File: src/rtl/de0nano_board_pkg.sv
// Shared constants and types for the DE0-Nano board blocks.
// Covers the ADC128S022 frame layout and the responder state type.
package de0nano_board_pkg;

  localparam int ADC_FRAME_BITS = 16;
  localparam int ADC_DATA_BITS  = 12;
  localparam int ADC_CHANNELS   = 8;
  localparam int ADC_ADDR_MSB   = 13;
  localparam int ADC_CH_BITS    = 3;
  localparam int ADC_CNT_BITS   = 5;

  typedef enum logic {
    IDLE,
    SHIFT
  } adc_state_t;

  // Outgoing frame: leading zeros, then the 12-bit sample of channel ch.
  function automatic logic [ADC_FRAME_BITS-1:0] adc_frame(
    input logic [ADC_CHANNELS*ADC_DATA_BITS-1:0] ch_data,
    input logic [ADC_CH_BITS-1:0]                ch
  );
    return {{(ADC_FRAME_BITS-ADC_DATA_BITS){1'b0}},
            ch_data[int'(ch)*ADC_DATA_BITS +: ADC_DATA_BITS]};
  endfunction

endpackage

File: src/rtl/sync_edge_det.sv
// Multi-flop synchronizer for an asynchronous pin, followed by a registered
// edge detector producing single-cycle rise and fall strobes.
module sync_edge_det #(
  parameter int SYNC_STAGES = 2
) (
  input  logic clk,
  input  logic rst_n,
  input  logic async_i,
  output logic level_o,
  output logic rise_o,
  output logic fall_o
);

  logic [SYNC_STAGES-1:0] sync_q;
  logic                   prev_q;
  logic                   rise_q;
  logic                   fall_q;

  // NOTE: reset is synchronous, so it only takes effect on a clock edge;
  // sequential state always uses non-blocking assignments.
  always_ff @(posedge clk) begin
    if (!rst_n) begin
      sync_q <= '0;
      prev_q <= 1'b0;
      rise_q <= 1'b0;
      fall_q <= 1'b0;
    end else begin
      sync_q <= {sync_q[SYNC_STAGES-2:0], async_i};
      prev_q <= sync_q[SYNC_STAGES-1];
      rise_q <= sync_q[SYNC_STAGES-1] & ~prev_q;
      fall_q <= ~sync_q[SYNC_STAGES-1] & prev_q;
    end
  end

  // Level is taken one stage late so it lines up with the strobes.
  assign level_o = prev_q;
  assign rise_o  = rise_q;
  assign fall_o  = fall_q;

endmodule

File: src/rtl/adc128s022_responder.sv
// ADC128S022 SPI responder emulator: oversamples SCLK/CS_N/DIN on CLOCK_50,
// captures the channel address and returns {4'b0, sample} per 16-bit frame.
module adc128s022_responder
  import de0nano_board_pkg::*;
#(
  parameter int SYNC_STAGES = 2
) (
  input  logic                                  CLOCK_50,
  input  logic                                  rst_n,
  input  logic                                  spi_sclk,
  input  logic                                  spi_cs_n,
  input  logic                                  spi_din,
  output logic                                  spi_dout,
  output logic                                  dout_oe,
  input  logic [ADC_CHANNELS*ADC_DATA_BITS-1:0] ch_data,
  output logic [ADC_CH_BITS-1:0]                addr,
  output logic                                  addr_valid,
  output logic [15:0]                           frame_count,
  output logic                                  busy
);

  logic sclk_rise, sclk_fall, cs_rise, cs_fall, din_lvl;
  logic sclk_level_unused, cs_level_unused, din_rise_unused, din_fall_unused;

  sync_edge_det #(.SYNC_STAGES(SYNC_STAGES)) u_sync_sclk (
    .clk(CLOCK_50), .rst_n(rst_n), .async_i(spi_sclk),
    .level_o(sclk_level_unused), .rise_o(sclk_rise), .fall_o(sclk_fall)
  );

  sync_edge_det #(.SYNC_STAGES(SYNC_STAGES)) u_sync_cs (
    .clk(CLOCK_50), .rst_n(rst_n), .async_i(spi_cs_n),
    .level_o(cs_level_unused), .rise_o(cs_rise), .fall_o(cs_fall)
  );

  sync_edge_det #(.SYNC_STAGES(SYNC_STAGES)) u_sync_din (
    .clk(CLOCK_50), .rst_n(rst_n), .async_i(spi_din),
    .level_o(din_lvl), .rise_o(din_rise_unused), .fall_o(din_fall_unused)
  );

  adc_state_t                state_q, state_d;
  logic [ADC_FRAME_BITS-1:0] shift_q, shift_d;
  logic [ADC_FRAME_BITS-1:0] din_q, din_d;
  logic [ADC_CNT_BITS-1:0]   cnt_q, cnt_d;
  logic [ADC_CH_BITS-1:0]    next_ch_q, next_ch_d;
  logic [ADC_CH_BITS-1:0]    addr_q, addr_d;
  logic                      valid_q, valid_d;
  logic [15:0]               fc_q, fc_d;
  logic                      dout_q, dout_d;

  always_ff @(posedge CLOCK_50) begin
    if (!rst_n) begin
      state_q   <= IDLE;
      shift_q   <= '0;
      din_q     <= '0;
      cnt_q     <= '0;
      next_ch_q <= '0;
      addr_q    <= '0;
      valid_q   <= 1'b0;
      fc_q      <= '0;
      dout_q    <= 1'b0;
    end else begin
      state_q   <= state_d;
      shift_q   <= shift_d;
      din_q     <= din_d;
      cnt_q     <= cnt_d;
      next_ch_q <= next_ch_d;
      addr_q    <= addr_d;
      valid_q   <= valid_d;
      fc_q      <= fc_d;
      dout_q    <= dout_d;
    end
  end

  always_comb begin
    // NOTE: every next-state signal gets a default first so no path infers a latch.
    state_d   = state_q;
    shift_d   = shift_q;
    din_d     = din_q;
    cnt_d     = cnt_q;
    next_ch_d = next_ch_q;
    addr_d    = addr_q;
    valid_d   = 1'b0;
    fc_d      = fc_q;
    dout_d    = dout_q;

    unique case (state_q)
      IDLE: begin
        // Any sclk edge arriving with cs_fall is deliberately ignored here.
        if (cs_fall) begin
          shift_d = adc_frame(ch_data, next_ch_q);
          dout_d  = shift_d[ADC_FRAME_BITS-1];
          cnt_d   = '0;
          state_d = SHIFT;
        end
      end
      SHIFT: begin
        if (sclk_rise) begin
          din_d = {din_q[ADC_FRAME_BITS-2:0], din_lvl};
          cnt_d = cnt_q + 1'b1;
          if (cnt_d == ADC_CNT_BITS'(ADC_FRAME_BITS)) begin
            addr_d    = din_d[ADC_ADDR_MSB -: ADC_CH_BITS];
            next_ch_d = addr_d;
            valid_d   = 1'b1;
            fc_d      = fc_q + 16'd1;
            shift_d   = adc_frame(ch_data, addr_d);
            cnt_d     = '0;
          end
        end else if (sclk_fall) begin
          // With bit_cnt at 0 a fresh frame is loaded: present its MSB unshifted.
          if (cnt_q == '0) begin
            dout_d = shift_q[ADC_FRAME_BITS-1];
          end else begin
            shift_d = {shift_q[ADC_FRAME_BITS-2:0], 1'b0};
            dout_d  = shift_q[ADC_FRAME_BITS-2];
          end
        end
        // Completion above is already committed when cs_rise coincides.
        if (cs_rise) begin
          state_d = IDLE;
        end
      end
      default: state_d = IDLE;
    endcase
  end

  assign busy        = (state_q == SHIFT);
  assign dout_oe     = busy;
  assign spi_dout    = dout_q;
  assign addr        = addr_q;
  assign addr_valid  = valid_q;
  assign frame_count = fc_q;

endmodule
File: config.mk
export PLATFORM = sky130hd
export DESIGN_NAME = adc128s022_responder
export DESIGN_NICKNAME = d
export VERILOG_FILES = /design/src/rtl/de0nano_board_pkg.sv /design/src/rtl/sync_edge_det.sv /design/src/rtl/adc128s022_responder.sv
export SDC_FILE = /design/constraint.sdc
export NUM_CORES = 1
export LEC_CHECK = 0
export ABC_CLOCK_PERIOD_IN_PS = 5750
export CORE_MARGIN = 5
export CORE_UTILIZATION = 40
export DETAILED_ROUTE_END_ITERATION = 6
export GPL_TIMING_DRIVEN = 1
export HOLD_SLACK_MARGIN = 0.1
export PLACE_DENSITY = 0.69
export SLEW_MARGIN = 40
export SYNTH_ARGS = -nofsm -noshare
export SYNTH_HDL_FRONTEND = slang
export SYNTH_SLANG_ARGS = --single-unit
File: constraint.sdc
create_clock -name CLOCK_50 -period 5.75 [get_ports CLOCK_50]
set_input_delay 0.575 -clock CLOCK_50 [delete_from_list [all_inputs] [get_ports CLOCK_50]]
set_output_delay 0.575 -clock CLOCK_50 [all_outputs]
set_load 0.05 [all_outputs]
==> flow_metrics.py <==
metrics = {
    "worst_setup_path": {
        "reg2regPathDepth": 6,
        "critPathCaptureType": "flop",
        "critPathRequiredTime_ns": 6.02,
        "startpoint": "busy",
        "critPathMaxFanout": 35,
        "worstReg2RegStart": "busy",
        "start_kind": "flop",
        "critical_path_arrival_ns": 3.00,
        "critPathKind": "flop to flop",
    },
    "global_routing": {
        "grt_pass1_vias": 4398,
        "gr-max-usage-layer": "met2",
        "antenna_found_initial": 0,
        "grt_use_met2_pct": 37.6,
        "met1_usage_pct": 24.2,
        "gr-usage-all-layers_pct": 20.6,
        "gr-usage-met3_pct": 4.26,
        "grt_pass1_wl_um": 21900,
        "overflow": 0,
        "grt_max_degree": 52,
    },
    "sta": {
        "setup_viol": 0,
        "min_period_over_period_pct": 47.5,
        "setup_tns_ns": 0,
        "fin_skew_ns": 0.00905,
        "worstMarginPinSlew_ns": 0.815,
        "fmax_mhz": 366,
        "hold_violations": 0,
        "report.final.slew_viol_count": 0,
        "slew_headroom_pct": 45.7,
        "fin_crit_ns": 2.73,
        "hold_slack_ns": 0.402,
        "rsz0062_at_grt": "false",
    },
    "yosys": {
        "ys_ff_latch": 69,
        "ys.warnings.count": 0,
        "ys_types": 45,
        "syn_avg_cell_area_um2": 8.71,
        "synthCells": 504,
        "syn-num-nets": 608,
        "yosysSeqAreaShare_pct": 31.5,
        "syn_area_um2": 4390,
    },
    "clock_network": {
        "cts_resized": 0,
        "cts_made_buffers": 9,
        "cts_tree": "yes",
        "cts_buffer_depth": 2,
        "insertion_delay_ns": 0.34,
        "cts_setup_buffers": 0,
        "path_clk_slew_ns": 0.08,
        "cts_root_buffer": "clkbuf_8",
        "htree_levels": 3,
        "ctsHoldBuffers": 0,
        "cts.sinks": 69,
    },
    "detailed_routing": {
        "drt-vias-per-instance": 5.74,
        "firstDrtPassIters": 5,
        "wl_um": 13800,
        "drc_errors": 0,
        "drtIter0Drc": 283,
        "wire_per_inst_um": 18.5,
        "postRouteAntennaNets": 0,
        "vias": 4268,
    },
    "floorplan": {
        "die_w_um": 115,
        "dieArea_um2": 13200,
        "core_um2": 10800,
        "dieHeight_um": 115,
        "ioPinCount": 124,
        "initial_core_util_pct": 40.7,
        "num_rows": 38,
    },
    "layout": {
        "diodes": 0,
        "nFillCells": 1010,
        "drive_gt1_share_pct": 6.63,
        "fin_nets": 703,
        "regArea_um2": 1380,
        "multi_input_area_um2": 2820,
        "syn2layout_area_growth_pct": 33.5,
    },
    "run_status": {
        "status": "complete, no violations",
    },
    "hold_path": {
        "min_path_type": "flop to flop",
        "hold_path.startpoint": "u_sync_cs.level_o",
        "whs_path_depth": 1,
    },
    "power_and_ir_drop": {
        "p_leak_uw": 0.00177,
        "cellPowerDensity_nw_per_um2": 174,
        "ir_drop_mv": 0.145,
    },
    "placement": {
        "gp_congestion": 0.789,
        "place_hpwl_um": 10100,
        "io_buffers": 123,
    },
    "flow_run": {
        "cap_viol_max_count": 0,
    },
}
cell type report:
type                    count  share of cell area (%)
clock buffers              10                    2.35
clock inverters             5                    1.05
inverters                   5                   0.320
multi-input cells         387                    48.2
flip-flops and latches     69                    23.6
well taps                 140                    2.99
repair buffers            127                    21.5
final timing paths:
check	end	slack [ns]
max	frame_count[8]	3.02
min	u_sync_cs.rise_o	0.40
max reg2reg	frame_count[8]	3.02
min reg2reg	u_sync_cs.rise_o	0.40
worst max-delay path: stages, from the launching register on:
cell	delay, ns
dfxtp_1	0.78
and2_1	0.22
buf_4	0.36
nand2_1	0.12
or4_1	0.65
or3_1	0.37
a21oi_1	0.15
registers in the layout (all words and copies together), names as in the netlist, 2 cells and up:
signal and flops:
cnt_q 5, u_sync_cs.sync_q 2, u_sync_sclk.sync_q 2, u_sync_din.sync_q 2, frame_count 16, addr 3
din_q 13, shift_q 16
cell usage after synthesis, drive strengths merged:
master  instances  area, um2
clkinv          1       3.75
nor4            4       25.0
a31oi           9       56.3
xor2            3       26.3
mux2i          85        851
nor3b           3       27.5
dfxtp          69       1380
nor2           17       63.8
clkbuf         31        118
o21ai          12       60.1
and2           16        100
or3             6       37.5
nor4b           1       15.0
nand3          19       95.1
nand2          48        180
xnor2           5       43.8
a32o            1       10.0
mux4            8        180
buf            12       58.8
a21oi          48        240
a32oi           2       36.3
and3           11       68.8
or2             1       6.26
nor2b           7       51.3
a311o           1       10.0
inv             4       15.0
a21o            3       22.5
ha              3       37.5
a311oi         13        120
o31ai           2       15.0
a22oi          41        308
nand4           9       56.3
nor3            1       5.00
or4             3       22.5
a211oi          3       22.5
o211ai          1       7.51
o221a           1       11.3
placed cells by master, fill, tap and decap left out, drive strengths merged, types with 3 or more instances in the layout:
| cell | Yosys | final |
|---|---|---|
| nand3 | 19 | 19 |
| o21ai | 12 | 12 |
| or3 | 6 | 6 |
| a31oi | 9 | 9 |
| mux2i | 85 | 85 |
| or4 | 3 | 3 |
| a21o | 3 | 3 |
| nand4 | 9 | 9 |
| inv | 4 | 4 |
| nor2 | 17 | 17 |
| dfxtp | 69 | 69 |
| a22oi | 41 | 41 |
| nor2b | 7 | 7 |
| clkbuf | 31 | 10 |
| xnor2 | 5 | 5 |
| nor4 | 4 | 4 |
| clkinvlp | 0 | 3 |
| buf | 12 | 4 |
| a21oi | 48 | 48 |
| mux4 | 8 | 8 |
| and3 | 11 | 11 |
| nor3b | 3 | 3 |
| nand2 | 48 | 48 |
| a311oi | 13 | 13 |
| a211oi | 3 | 3 |
| clkdlybuf4s50 | 0 | 123 |
| ha | 3 | 3 |
| xor2 | 3 | 3 |
| and2 | 16 | 16 |
per-layer routing:
layer  vias up  wire (um)
li1       2097          -
met1      2036       5710
met2       115       7180
met3        20        567
met4         0        302
met5         -          0
power by group:
group	internal (uW)	total [uW]	switching, uW
sequential	485	489	4.10
combinational	87.4	140	52.8
clock	210	390	180
total	782	1020	237
stage by stage:
stage	cell area, um2	util, %	power (uW)	worst slack, ns	cells
after detailed placement	5660	52.4	638	3.06	728
final	5860	54.3	1020	3.02	743
after floorplan	4390	-	548	3.56	504
after global placement	5650	52.4	635	3.18	728
after CTS	5860	54.3	1030	3.05	743
after global routing	5860	54.3	1060	2.81	743
kinds of logic (layout without fill, tap and decap cells):
family | count (synthesis) | count (layout) | share of synthesized area [%]
AO/OA/AOI/OAI | 137 | 137 | 21.0
XOR/XNOR | 8 | 8 | 1.60
adder cells (fa/ha/maj) | 3 | 3 | 0.855
buffers and inverters | 48 | 147 | 4.45
flip-flops | 69 | 69 | 31.5
multiplexers | 93 | 93 | 23.5
AND/OR/NAND/NOR | 146 | 146 | 17.2
Power figures use the tool's default switching activity.
